--- src/rtl/mcs_io_pkg.sv ---
// Shared types and constants for the MCS IO bus controller.
package mcs_io_pkg;

    localparam int unsigned IO_AW  = 32;
    localparam int unsigned IO_DW  = 32;
    localparam int unsigned IO_BEW = IO_DW / 8;

    localparam logic [IO_DW-1:0] ERR_DATA_DEF = 32'hDEAD_BEEF;

    typedef enum logic [1:0] {
        ST_IDLE = 2'd0,
        ST_REQ  = 2'd1,
        ST_WAIT = 2'd2,
        ST_RESP = 2'd3
    } io_state_e;

    // Ceiling log2; returns 0 for v <= 1.
    function automatic int unsigned clog2(input int unsigned v);
        int unsigned r;
        r = 0;
        while ((64'd1 << r) < 64'(v)) r = r + 1;
        return r;
    endfunction

endpackage

--- src/rtl/mcs_io_timeout_cnt.sv ---
// Loadable up-counter with clear/enable and a terminal-count flag.
module mcs_io_timeout_cnt #(
    parameter int unsigned W      = 8,
    parameter logic [W-1:0] TC_VAL = '1
) (
    input  logic         clock,
    input  logic         reset,
    input  logic         clr,
    input  logic         en,
    input  logic         ld,
    input  logic [W-1:0] ld_val,
    output logic         tc_c
);

    logic [W-1:0] cnt_q, cnt_d;

    always_comb begin
        cnt_d = cnt_q;
        if (clr)     cnt_d = '0;
        else if (ld) cnt_d = ld_val;
        else if (en) cnt_d = cnt_q + W'(1);
    end

    always_ff @(posedge clock or posedge reset) begin
        if (reset) cnt_q <= '0;
        else       cnt_q <= cnt_d;
    end

    assign tc_c = (cnt_q == TC_VAL);

endmodule

--- src/rtl/mcs_io_bus_ctrl.sv ---
// MCS IO bus decoder/sequencer with slave timeout.
// Optional MCS_IO_STATS_EN adds saturating transaction/error counters.
module mcs_io_bus_ctrl
    import mcs_io_pkg::*;
#(
    parameter int unsigned      NUM_SLV     = 4,
    parameter int unsigned      SEL_LSB     = 16,
    parameter int unsigned      TIMEOUT_CYC = 255,
    parameter logic [IO_DW-1:0] ERR_DATA    = ERR_DATA_DEF
) (
    input  logic                     clock,
    input  logic                     reset,
    input  logic                     io_addr_strobe,
    input  logic                     io_read_strobe,
    input  logic                     io_write_strobe,
    input  logic [IO_AW-1:0]         io_address,
    input  logic [IO_BEW-1:0]        io_byte_enable,
    input  logic [IO_DW-1:0]         io_write_data,
    output logic [IO_DW-1:0]         io_read_data,
    output logic                     io_ready,
    output logic [NUM_SLV-1:0]       slv_sel,
    output logic                     slv_rd,
    output logic                     slv_wr,
    output logic [SEL_LSB-1:0]       slv_addr,
    output logic [IO_BEW-1:0]        slv_be,
    output logic [IO_DW-1:0]         slv_wdata,
    input  logic [NUM_SLV*IO_DW-1:0] slv_rdata,
    input  logic [NUM_SLV-1:0]       slv_ack,
`ifdef MCS_IO_STATS_EN
    output logic [15:0]              stat_txn_cnt,
    output logic [15:0]              stat_err_cnt,
`endif
    output logic                     err_irq,
    output logic [IO_AW-1:0]         err_addr
);

    // Decode field is wide enough to hold NUM_SLV itself so out-of-range indices are visible.
    localparam int unsigned DEC_W = clog2(NUM_SLV + 1);
    localparam int unsigned IDX_W = (NUM_SLV > 1) ? clog2(NUM_SLV) : 1;
    localparam int unsigned CNT_W = clog2(TIMEOUT_CYC + 1);

    io_state_e           state_q, state_d;
    logic [IDX_W-1:0]    idx_q, idx_d;
    logic                rd_q, rd_d;
    logic [IO_AW-1:0]    addr_q, addr_d;
    logic [IO_BEW-1:0]   be_q, be_d;
    logic [IO_DW-1:0]    wdata_q, wdata_d;
    logic [NUM_SLV-1:0]  slv_sel_q, slv_sel_d;
    logic                slv_rd_q, slv_rd_d;
    logic                slv_wr_q, slv_wr_d;
    logic                io_ready_q, io_ready_d;
    logic [IO_DW-1:0]    io_read_data_q, io_read_data_d;
    logic                err_irq_q, err_irq_d;
    logic [IO_AW-1:0]    err_addr_q, err_addr_d;

    logic [DEC_W-1:0]    dec_idx_c;
    logic                dec_ok_c;
    logic                ack_c;
    logic [IO_DW-1:0]    sel_rdata_c;
    logic                tmo_c;

    assign dec_idx_c   = io_address[SEL_LSB +: DEC_W];
    assign dec_ok_c    = (32'(dec_idx_c) < NUM_SLV);
    assign ack_c       = slv_ack[idx_q];
    assign sel_rdata_c = slv_rdata[IO_DW*idx_q +: IO_DW];

    mcs_io_timeout_cnt #(
        .W      (CNT_W),
        .TC_VAL (CNT_W'(TIMEOUT_CYC - 1))
    ) u_tmo (
        .clock  (clock),
        .reset  (reset),
        .clr    (state_q != ST_WAIT),
        .en     (state_q == ST_WAIT),
        .ld     (1'b0),
        .ld_val ('0),
        .tc_c   (tmo_c)
    );

    // Next-state and registered-output logic; RESP outputs are set on entry to RESP.
    always_comb begin
        state_d        = state_q;
        idx_d          = idx_q;
        rd_d           = rd_q;
        addr_d         = addr_q;
        be_d           = be_q;
        wdata_d        = wdata_q;
        slv_sel_d      = slv_sel_q;
        slv_rd_d       = 1'b0;
        slv_wr_d       = 1'b0;
        io_ready_d     = 1'b0;
        io_read_data_d = '0;
        err_irq_d      = 1'b0;
        err_addr_d     = err_addr_q;

        case (state_q)
            ST_IDLE: begin
                if (io_addr_strobe && (io_read_strobe || io_write_strobe)) begin
                    rd_d    = io_read_strobe;
                    addr_d  = io_address;
                    be_d    = io_byte_enable;
                    wdata_d = io_write_data;
                    if (dec_ok_c) begin
                        idx_d     = IDX_W'(dec_idx_c);
                        slv_sel_d = NUM_SLV'(1) << dec_idx_c;
                        slv_rd_d  = io_read_strobe;
                        slv_wr_d  = !io_read_strobe;
                        state_d   = ST_REQ;
                    end else begin
                        io_ready_d     = 1'b1;
                        io_read_data_d = io_read_strobe ? ERR_DATA : '0;
                        err_irq_d      = 1'b1;
                        err_addr_d     = io_address;
                        state_d        = ST_RESP;
                    end
                end
            end
            ST_REQ, ST_WAIT: begin
                if (ack_c) begin
                    io_ready_d     = 1'b1;
                    io_read_data_d = rd_q ? sel_rdata_c : '0;
                    state_d        = ST_RESP;
                end else if (state_q == ST_REQ) begin
                    state_d = ST_WAIT;
                end else if (tmo_c) begin
                    io_ready_d     = 1'b1;
                    io_read_data_d = rd_q ? ERR_DATA : '0;
                    err_irq_d      = 1'b1;
                    err_addr_d     = addr_q;
                    state_d        = ST_RESP;
                end
            end
            ST_RESP: begin
                slv_sel_d = '0;
                state_d   = ST_IDLE;
            end
            default: state_d = ST_IDLE;
        endcase
    end

    always_ff @(posedge clock or posedge reset) begin
        if (reset) begin
            state_q        <= ST_IDLE;
            idx_q          <= '0;
            rd_q           <= 1'b0;
            addr_q         <= '0;
            be_q           <= '0;
            wdata_q        <= '0;
            slv_sel_q      <= '0;
            slv_rd_q       <= 1'b0;
            slv_wr_q       <= 1'b0;
            io_ready_q     <= 1'b0;
            io_read_data_q <= '0;
            err_irq_q      <= 1'b0;
            err_addr_q     <= '0;
        end else begin
            state_q        <= state_d;
            idx_q          <= idx_d;
            rd_q           <= rd_d;
            addr_q         <= addr_d;
            be_q           <= be_d;
            wdata_q        <= wdata_d;
            slv_sel_q      <= slv_sel_d;
            slv_rd_q       <= slv_rd_d;
            slv_wr_q       <= slv_wr_d;
            io_ready_q     <= io_ready_d;
            io_read_data_q <= io_read_data_d;
            err_irq_q      <= err_irq_d;
            err_addr_q     <= err_addr_d;
        end
    end

    assign io_ready     = io_ready_q;
    assign io_read_data = io_read_data_q;
    assign slv_sel      = slv_sel_q;
    assign slv_rd       = slv_rd_q;
    assign slv_wr       = slv_wr_q;
    assign slv_addr     = addr_q[SEL_LSB-1:0];
    assign slv_be       = be_q;
    assign slv_wdata    = wdata_q;
    assign err_irq      = err_irq_q;
    assign err_addr     = err_addr_q;

`ifdef MCS_IO_STATS_EN
    logic [15:0] txn_cnt_q, txn_cnt_d;
    logic [15:0] err_cnt_q, err_cnt_d;

    // Saturating counters driven by the registered response pulses.
    always_comb begin
        txn_cnt_d = txn_cnt_q;
        err_cnt_d = err_cnt_q;
        if (io_ready_q && (txn_cnt_q != 16'hFFFF)) txn_cnt_d = txn_cnt_q + 16'd1;
        if (err_irq_q  && (err_cnt_q != 16'hFFFF)) err_cnt_d = err_cnt_q + 16'd1;
    end

    always_ff @(posedge clock or posedge reset) begin
        if (reset) begin
            txn_cnt_q <= '0;
            err_cnt_q <= '0;
        end else begin
            txn_cnt_q <= txn_cnt_d;
            err_cnt_q <= err_cnt_d;
        end
    end

    assign stat_txn_cnt = txn_cnt_q;
    assign stat_err_cnt = err_cnt_q;
`endif

endmodule

--- config.mk ---
export PLATFORM = sky130hd
export DESIGN_NAME = mcs_io_bus_ctrl
export DESIGN_NICKNAME = d
export VERILOG_FILES = /design/src/rtl/mcs_io_pkg.sv /design/src/rtl/mcs_io_timeout_cnt.sv /design/src/rtl/mcs_io_bus_ctrl.sv
export SDC_FILE = /design/constraint.sdc
export NUM_CORES = 1
export LEC_CHECK = 0
export ABC_AREA = 1
export CAP_MARGIN = 20
export CELL_PAD_IN_SITES_DETAIL_PLACEMENT = 0
export CELL_PAD_IN_SITES_GLOBAL_PLACEMENT = 2
export CORE_MARGIN = 1.5
export CORE_UTILIZATION = 23
export DETAILED_ROUTE_END_ITERATION = 16
export GPL_TIMING_DRIVEN = 0
export PLACE_DENSITY = 0.92
export SETUP_SLACK_MARGIN = 0.3
export SYNTH_ARGS = -nofsm -noshare
export SYNTH_HDL_FRONTEND = slang
export SYNTH_HIERARCHICAL = 1
export SYNTH_SLANG_ARGS = --single-unit
--- constraint.sdc ---
create_clock -name clock -period 5.9 [get_ports clock]
set_input_delay 0.885 -clock clock [delete_from_list [all_inputs] [get_ports clock]]
set_output_delay 0.885 -clock clock [all_outputs]
set_load 0.01 [all_outputs]
==> flow_summary.rst <==
.. list-table::
   :header-rows: 1

   * - Metric
     - Value
   * - Clock period minus final worst setup slack
     - ~2.5 ns
   * - Worst setup skew after layout
     - around 0.014 ns
   * - Gate count of the mapped netlist
     - 1,171
   * - Root buffer selected by CTS
     - clkbuf_16
   * - Path category of the worst min-delay check
     - flop to flop
   * - Wire length of the first global-routing pass
     - 45,100 um
   * - Share of the synthesized area in the top cell type
     - 46.5%
   * - Total DRC errors in the routed layout
     - 0
   * - Clock latency on the worst-skew pair
     - 0.43 ns
   * - Detailed placer's ending HPWL
     - 22,400 um
   * - Data arrival time at the worst-slack endpoint
     - 2.84 ns
   * - Synth Flop Type
     - dfrtp_1
   * - Cell-by-cell trace of the critical path
     - clkdlybuf4s50_1, o21ai_1, nor2_4, inv_2, buf_2, nand2_1, nand2_1
   * - Die ar.
     - 36,900 um^2
   * - Routed wire length
     - 29,000 um
   * - Clock tree from TritonCTS
     - done
   * - Slowest cell delay on critical path
     - 0.54 ns
   * - Cell area after technology mapping
     - 8230 um^2
   * - Relative slew slack
     - 56.6%
   * - Initial Utilization
     - between 20% and 30%
   * - Yosys warnings
     - 6
   * - DR vias/cell
     - 4.19
   * - Area of the core
     - 35,400 um^2
   * - Final core area utilization
     - approximately 36%
   * - Static Leakage
     - 0.00643 uW
   * - Quantity of hold-fixing buffers added after cts
     - 0
   * - Deepest clock path buffer count
     - 2
   * - Violation count after the first detailed-routing iteration
     - approximately 330
   * - Area after detailed placement
     - between 10,000 and 15,000 um^2
   * - Largest vdd supply drop
     - 0.208 mV
   * - Total grt overflow
     - 0
   * - Yosys cell types
     - 26
   * - Site row count
     - a little under 70
   * - CP most frequent cell
     - nand2_1
   * - Run status
     - complete, no violations
   * - Area delta synth->final
     - 55.2%
   * - Setup crit start kind
     - primary input
   * - Max H-tree Level
     - 4
   * - Mapped Avg Cell Area
     - 7.03 um^2
   * - Maximum number of pins on one net before global-route repair
     - 88
   * - Number of nets at the end of the flow
     - around 1,700
   * - Clock transition at the registers of the reported paths
     - 0.06 ns
   * - Design area
     - 12,800 um^2
   * - Routed wirelength normalized by instance count
     - around 14 um
   * - Share of synthesized registers carrying an async set or reset
     - 100%
   * - Fraction of the yosys area taken by sequential cells
     - between 40% and 50%
   * - Clock sink count
     - 153
   * - Hold Vio Cnt, Final
     - 0
   * - Gate family responsible for the most delay along the worst path
     - buffers and inverters
   * - Antenna violations before repair
     - 2
   * - Total number of vias
     - 8,409
   * - Unrepaired setup endpoints after global routing
     - false
   * - Post-DRT Antenna Nets
     - 0
   * - Proportion of layout cells with a drive suffix above 1
     - 7.51%
   * - Final GP Congestion
     - ~0.80
   * - Total buffers and inverters traversed by the critical path
     - 3
   * - Final worst-path cycle share
     - between 40% and 50%
   * - Type of the worst setup path
     - primary input to flop
   * - Number of synthesized flops with an enable pin
     - 0
   * - Total global routing track utilization
     - 15.8%
   * - Crit path max-delay cell type
     - clkdlybuf4s50_1
   * - Port Buffers
     - ~330
   * - Postcts setup bufs
     - 0
   * - Die Wd
     - 192 um
   * - Via count of the first global-routing pass
     - 8,434
   * - Chip Height
     - 192 um
   * - Pwr Density
     - 475 nW/um^2
   * - Finish-stage setup viols
     - 0
   * - Maximum net fanout on the critical path
     - 10
   * - First-pass iteration count of the detailed router
     - 5
   * - Max-capacitance violation count
     - 0
   * - Kind of end point of the critical path
     - flop
   * - Cell accounting for the most synthesized area
     - dfrtp_1
   * - Cells taking the most area after synthesis
     - dfrtp_1, nand2_1, inv_1, nand3_1, o21ai_0
   * - I/O pin count
     - between 300 and 400
   * - Clock buffer count from CTS
     - 17
   * - Data required time at the worst endpoint
     - 6.26 ns
   * - CTS-repair resized insts
     - 0
   * - Final count of pins violating max slew
     - 0
   * - Register bit count reported by yosys
     - roughly 150
   * - Pin slew with the least headroom to its limit
     - ~0.65 ns
   * - Top achievable clock speed
     - between 400 and 500 MHz
final cells by class:
class                           instances  area (um^2)
Fill cell                            3830        22600
Clock inverter                         12          139
Inverter                              146          553
Buffer                                 80          457
Timing Repair Buffer                  329         3310
Multi-Input combinational cell        804         3440
Clock buffer                           20          467
Antenna cell                            2         5.00
Tap cell                              461          577
Sequential cell                       153         3830
metrics by stage:
step           worst slack (ns)  hold slack (ns)  power, uW  TNS [ns]  cells
5_1_grt                    3.29            0.490       6620         0   2007
3_5_place_dp               2.90            0.459       5030         0   1973
4_1_cts                    3.35            0.474       6190         0   2005
2_1_floorplan              1.12            0.442       3540         0   1183
3_3_place_gp              -1.42            0.453       4990   -203.21   1972
6_report                   3.42            0.469       6070         0   2007
worst paths after layout:
| kind | depth (start not counted) | to | startpoint | slack [ns] |
|---|---|---|---|---|
| setup reg to reg | 5 | io_read_data[14] | state_q[0] | 3.56 |
| hold / removal | 2 | err_addr[21] | err_addr[21] | 0.47 |
| min in group asynchronous | 2 | u_tmo/cnt_q[7] | reset | 0.85 |
| hold reg to reg | 2 | err_addr[21] | err_addr[21] | 0.47 |
| max in group asynchronous | 3 | addr_q[21] | reset | 4.07 |
| setup / recovery | 7 | slv_wdata[30] | io_read_strobe | 3.42 |
placed cells by master (no fill, tap or decap), types with 5 or more instances in the layout:
cell / n
nand2_1: 484
nor2_1: 60
nand3_1: 90
ha_1: 8
clkbuf_1: 12
clkbuf_16: 17
dfrtp_1: 153
inv_1: 138
buf_2: 41
conb_1: 13
o21ai_0: 54
buf_4: 20
nand4_1: 5
a21oi_1: 37
inv_2: 7
clkdlybuf4s50_1: 328
o21ai_1: 38
worst reg2reg max path, stage by stage, from the launching register on:
cell and delay [ns]:
dfrtp_1 0.43, inv_1 0.11, ha_1 0.48, buf_2 0.34, nand4_1 0.52, a21oi_1 0.36
where the power goes:
group          internal (uW)  switching [uW]
combinational           1410            1830
clock                    662             463
sequential              1470             240
total                   3540            2530
per-layer routing:
metal  track usage, %  part of all wire [%]  up-vias  wire (um)
met1             19.3                    43     3919      12400
met5                0                     0        -          0
met2             27.5                    50      192      14600
met3             3.29                   4.5       29       1320
met4             4.68                   2.4        0        688
li1                 -                     -     4269          -
flip-flops by register name (all words and copies together) (netlist names):
signal	flops
addr_q	32
err_addr	32
io_read_data	32
slv_wdata	32
u_tmo/cnt_q	8
slv_be	4
slv_sel	4
idx_q	2
state_q	2
err_irq	1
io_ready	1
rd_q	1
slv_rd	1
slv_wr	1
synthesized netlist by cell type (2+ instances only):
master and n:
o21ai_1 38, nand3_1 90, xor2_1 2, a21oi_1 37, nand4_1 5, inv_2 7, buf_1 3, o21ai_0 54
nor2_1 60, buf_6 4, buf_4 20, buf_2 41, clkbuf_1 12, nand2_1 484, o21ai_2 4, nand2_2 2
dfrtp_1 153, inv_1 139, ha_1 8, nand3_2 2
logic make-up after synthesis:
group | Yosys count | synth area share [%]
other | 1 | 0.0455
buffers and inverters | 226 | 12.2
AOI/OAI and AO/OA | 134 | 8.34
adders and majority gates | 8 | 1.22
DFF | 153 | 46.5
and+or+nand+nor | 647 | 31.5
xor gates and xnor gates | 2 | 0.213
No activity file was read; power rests on OpenSTA's default activity.
